File: src/rtl/nes_mem_arbiter.sv
// Arbiter for the shared cartridge memory port: PPU CHR, CPU PRG/WRAM and loader.
// Fixed priority with a loader starvation guard, one outstanding transaction, watchdog abort.
module nes_mem_arbiter #(
    parameter int unsigned ADDR_W     = 22,
    parameter int unsigned STARVE_MAX = 8,
    parameter int unsigned TIMEOUT    = 64
) (
    input  logic              clk,
    input  logic              reset,
    input  logic [2:0]        req_i,
    input  logic [ADDR_W-1:0] addr0_i,
    input  logic [ADDR_W-1:0] addr1_i,
    input  logic [ADDR_W-1:0] addr2_i,
    input  logic [2:0]        we_i,
    input  logic [7:0]        wdata0_i,
    input  logic [7:0]        wdata1_i,
    input  logic [7:0]        wdata2_i,
    output logic [2:0]        ack_o,
    output logic [7:0]        rdata_o,
    output logic              err_o,
    output logic              mem_req_o,
    output logic [ADDR_W-1:0] mem_addr_o,
    output logic              mem_we_o,
    output logic [7:0]        mem_wdata_o,
    input  logic              mem_ack_i,
    input  logic [7:0]        mem_rdata_i
);

    localparam int unsigned SW = $clog2(STARVE_MAX + 1);
    localparam int unsigned TW = $clog2(TIMEOUT + 1);

    typedef enum logic [1:0] {
        S_IDLE = 2'd0,
        S_BUSY = 2'd1,
        S_DONE = 2'd2
    } state_e;

    state_e            state_q, state_d;
    logic [1:0]        gnt_q, gnt_d;
    logic [SW-1:0]     starve_q, starve_d;
    logic [TW-1:0]     wdog_q, wdog_d;
    logic              mem_req_q, mem_req_d;
    logic [ADDR_W-1:0] mem_addr_q, mem_addr_d;
    logic              mem_we_q, mem_we_d;
    logic [7:0]        mem_wdata_q, mem_wdata_d;
    logic [7:0]        rdata_q, rdata_d;
    logic [2:0]        ack_q, ack_d;
    logic              err_q, err_d;
    logic [1:0]        win;

    // Loader overrides the fixed 0 > 1 > 2 order once it has lost STARVE_MAX times in a row
    always_comb begin
        win = 2'd2;
        if (req_i[2] && (starve_q == SW'(STARVE_MAX))) begin
            win = 2'd2;
        end else if (req_i[0]) begin
            win = 2'd0;
        end else if (req_i[1]) begin
            win = 2'd1;
        end
    end

    always_comb begin
        state_d     = state_q;
        gnt_d       = gnt_q;
        starve_d    = starve_q;
        wdog_d      = wdog_q;
        mem_req_d   = mem_req_q;
        mem_addr_d  = mem_addr_q;
        mem_we_d    = mem_we_q;
        mem_wdata_d = mem_wdata_q;
        rdata_d     = rdata_q;
        ack_d       = 3'b000;
        err_d       = 1'b0;
        case (state_q)
            S_IDLE: begin
                if (!req_i[2]) begin
                    starve_d = '0;
                end
                if (|req_i) begin
                    gnt_d     = win;
                    mem_req_d = 1'b1;
                    wdog_d    = '0;
                    state_d   = S_BUSY;
                    case (win)
                        2'd0: begin
                            mem_addr_d  = addr0_i;
                            mem_we_d    = we_i[0];
                            mem_wdata_d = wdata0_i;
                        end
                        2'd1: begin
                            mem_addr_d  = addr1_i;
                            mem_we_d    = we_i[1];
                            mem_wdata_d = wdata1_i;
                        end
                        default: begin
                            mem_addr_d  = addr2_i;
                            mem_we_d    = we_i[2];
                            mem_wdata_d = wdata2_i;
                        end
                    endcase
                    if (win == 2'd2) begin
                        starve_d = '0;
                    end else if (req_i[2] && (starve_q != SW'(STARVE_MAX))) begin
                        starve_d = starve_q + SW'(1);
                    end
                end
            end
            S_BUSY: begin
                // A memory ack in the expiry cycle takes precedence over the abort
                if (mem_ack_i) begin
                    rdata_d   = mem_rdata_i;
                    mem_req_d = 1'b0;
                    ack_d     = 3'b001 << gnt_q;
                    state_d   = S_DONE;
                end else if (wdog_q == TW'(TIMEOUT - 1)) begin
                    rdata_d   = 8'hFF;
                    err_d     = 1'b1;
                    mem_req_d = 1'b0;
                    ack_d     = 3'b001 << gnt_q;
                    state_d   = S_DONE;
                end else begin
                    wdog_d = wdog_q + TW'(1);
                end
            end
            S_DONE: begin
                state_d = S_IDLE;
            end
            default: begin
                state_d = S_IDLE;
            end
        endcase
    end

    always_ff @(posedge clk) begin
        if (reset) begin
            state_q     <= S_IDLE;
            gnt_q       <= 2'd0;
            starve_q    <= '0;
            wdog_q      <= '0;
            mem_req_q   <= 1'b0;
            mem_addr_q  <= '0;
            mem_we_q    <= 1'b0;
            mem_wdata_q <= 8'h00;
            rdata_q     <= 8'h00;
            ack_q       <= 3'b000;
            err_q       <= 1'b0;
        end else begin
            state_q     <= state_d;
            gnt_q       <= gnt_d;
            starve_q    <= starve_d;
            wdog_q      <= wdog_d;
            mem_req_q   <= mem_req_d;
            mem_addr_q  <= mem_addr_d;
            mem_we_q    <= mem_we_d;
            mem_wdata_q <= mem_wdata_d;
            rdata_q     <= rdata_d;
            ack_q       <= ack_d;
            err_q       <= err_d;
        end
    end

    assign ack_o       = ack_q;
    assign err_o       = err_q;
    assign rdata_o     = rdata_q;
    assign mem_req_o   = mem_req_q;
    assign mem_addr_o  = mem_addr_q;
    assign mem_we_o    = mem_we_q;
    assign mem_wdata_o = mem_wdata_q;

endmodule

File: config.mk
export PLATFORM = sky130hd
export DESIGN_NAME = nes_mem_arbiter
export DESIGN_NICKNAME = d
export VERILOG_FILES = /design/src/rtl/nes_mem_arbiter.sv
export SDC_FILE = /design/constraint.sdc
export NUM_CORES = 1
export LEC_CHECK = 0
export BUFFER_PORTS_ARGS = -buffer_cell sky130_fd_sc_hd__buf_2
export CAP_MARGIN = 5
export CORE_MARGIN = 2
export CORE_UTILIZATION = 45
export DETAILED_ROUTE_END_ITERATION = 8
export PLACE_DENSITY = 0.85
export SYNTH_ARGS = -nofsm -noshare
export SYNTH_HDL_FRONTEND = slang
export SYNTH_SLANG_ARGS = --single-unit
File: constraint.sdc
create_clock -name clk -period 4.5 [get_ports clk]
set_input_delay 0.9 -clock clk [delete_from_list [all_inputs] [get_ports clk]]
set_output_delay 0.9 -clock clk [all_outputs]
set_load 0.01 [all_outputs]
==> impl_metrics.yaml <==
clocking:
  cts_tree: "done"
  clockBufferDepth: 2
  cts.repair.resized: 0
  numCtsBuffers: 9
  cts_setup_buffers: 0
  clk_pin_slew_ns: 0.07
  root_buffer: "clkbuf_8"
  clkLatencyLatePin_ns: 0.34
  cts_htree_levels: 3
  cts.sinks: 59
  holdBufCountCts: 0
drt:
  vias: 2854
  ant_nets: 0
  drt-total-wl_um: 7488
  drc: 0
  first_pass_iters: 4
  drtIter0Drc: 93
  wire_per_inst_um: 14.98
  viasPerCell: 5.708
critical_path:
  crit_buf_inv: 2
  cp_cell_sequence: "inv_1 > ha_1 > nand4b_1 > buf_4 > o21a_1 > a2bb2oi_1 > a22o_1"
  worst-path-max-fanout: 36
  cp-end-kind: "register"
  path_class: "register to register"
  critical-path-max-stage-delay_ns: 0.90
  crit_family: "compound AO/OA/AOI/OAI gates"
  required_ns: 4.78
  worstPathArrival_ns: 2.81
  cpMaxStageDelayCell: "o21a_1"
  startpoint_type: "register"
placement:
  dp_hpwl_um: 5337
  place_congestion: 0.7793
  portBuffers: 150
global_route:
  grt_pass1_wl_um: 11410
  grt_pass1_vias: 2555
  grt_max_degree: 38
  grt-ovfl-total: 0
  grt_usage_pct: 22.43
  antenna_found_initial: 0
logic_synthesis:
  synth_commonest_cells: "dfxtp_1, a22o_1, a2bb2oi_1, o22ai_1, nand2_1"
  synth_top_area_share_pct: 43.78
  yosysMostFrequentCell: "dfxtp_1"
  yosysUniqueCellTypes: 45
  synthArstFlopShare_pct: 0
  ys.warnings.count: 0
  ys_ff_latch: 59
  synth_ff_type: "dfxtp_1"
  ys_seq_area_share_pct: 43.78
  synth_area_leaders: "dfxtp_1, a22o_1, a2bb2oi_1"
  synth-edff-count: 0
  syn_inst: 281
  syn-num-nets: 391
  syn_area_um2: 2698
  synth_top_cell_by_area: "dfxtp_1"
  syn_area_per_cell_um2: 9.600
sta:
  worst_slew_pin_slew_ns: 1.085
  maxSlewViolCount: 0
  setup_violations: 0
  tns_ns: 0
  hold_viol: 0
  final.min_clock_period_ns: 2.527
  whs_ns: 0.4517
  clock_skew_ns: 0.009222
  fin_crit_sh_pct: 56.15
  rsz0062_at_grt: "false"
  fmax_ghz: 0.3958
  slew_headroom_pct: 27.69
die:
  pin_count: 151
  die_x_um: 81.43
  die_h_um: 81.43
  initial_core_util_pct: 46.11
  std_cell_rows: 28
  coreArea_um2: 5851
  die-area_um2: 6630
min_path:
  hold_class: "register to register"
cells_and_area:
  final_net_count: 530
  antenna_cells: 0
  n_fill_cell: 527
  syn_to_final_growth_pct: 33.91
  drive_gt1_share_pct: 42.35
power:
  p_per_area_nw_per_um2: 350.7
  leakage_nw: 1.702
  peakVddDrop_mv: 0.2115
flow_run:
  maxCapViolCount: 0
status:
  status: "finished, final reports clean"
[through the flow]
step	power (W)	setup slack [ns]	std cells	util [%]	area, µm²
after floorplan	0.0007457	2.385	281	-	2698
after global placement	0.0008421	1.768	484	58.68	3433
after detailed placement	0.0008500	1.692	484	58.68	3433
after CTS	0.001275	2.004	500	61.74	3612
after global routing	0.001331	1.758	500	61.74	3612
final	0.001267	1.973	500	61.74	3612
[kinds of logic after synthesis]
kind of cell	synth area share (%)
buffers and inverters	5.426
adder cells (fa/ha/maj)	1.392
flip-flops	43.78
AO/OA/AOI/OAI	35.71
AND/OR/NAND/NOR	12.57
multiplexers	1.113
[path summary, 6_finish.rpt]
kind	from	end	slack, ns	cells past startpoint
max	starve_q[0]	mem_wdata_o[4]	1.97	7
min	mem_addr_o[20]	mem_addr_o[20]	0.45	2
max reg2reg	starve_q[0]	mem_wdata_o[4]	1.97	7
min reg2reg	mem_addr_o[20]	mem_addr_o[20]	0.45	2
[report_power, final]
group	switching (W)	internal (W)	leakage [nW]	total (W)
sequential	0.0000251	0.000564	0.485	0.000589
combinational	0.000124	0.000126	1.13	0.000250
clock	0.000214	0.000213	0.0843	0.000427
[cell usage in the layout (no fill, tap or decap), types with 4 or more instances in the layout]
| cell type | count |
|---|---|
| a21oi_1 | 8 |
| a22o_1 | 30 |
| a2bb2oi_1 | 29 |
| buf_2 | 150 |
| clkbuf_8 | 10 |
| dfxtp_1 | 59 |
| inv_1 | 7 |
| nand2_1 | 15 |
| nand2b_1 | 4 |
| nand3_1 | 5 |
| nor2_1 | 7 |
| nor3_1 | 6 |
| nor4_1 | 4 |
| o21ai_0 | 7 |
| o221a_2 | 8 |
| o22ai_1 | 29 |
[per-layer routing]
layer	share of wire [%]	GRT usage [%]	up-vias
li1	-	-	1390
met1	39	24.71	1319
met2	51	39.10	133
met3	8.1	7.582	12
met4	1.5	9.831	0
met5	0	0	-
[registers in the layout, summed over array words and instances, names as in the netlist]
| signal | flops |
|---|---|
| ack_o | 3 |
| mem_req_o | 1 |
| mem_we_o | 1 |
| mem_wdata_o | 8 |
| gnt_q | 2 |
| mem_addr_o | 22 |
| rdata_o | 8 |
| state_q | 2 |
| err_o | 1 |
| wdog_q | 7 |
| starve_q | 4 |
[cell type report]
class	count	area, µm²	share of cell area, %
Clock buffer	10	137.6	3.810
Clock inverter	6	41.29	1.143
Inverter	8	30.03	0.8313
Multi-Input combinational cell	191	1370	37.93
Sequential cell	59	1181	32.70
Tap cell	75	93.84	2.598
Timing Repair Buffer	151	758.2	20.99
[worst register-to-register path: cells and delay by family, from the launching register on]
kind            cells  cell delay (ns)
compound gates      3             1.33
fa+ha+maj           1             0.22
buf+inv             2             0.43
flops               1             0.39
simple gates        1             0.10
No activity file was read; power rests on OpenSTA's default activity.
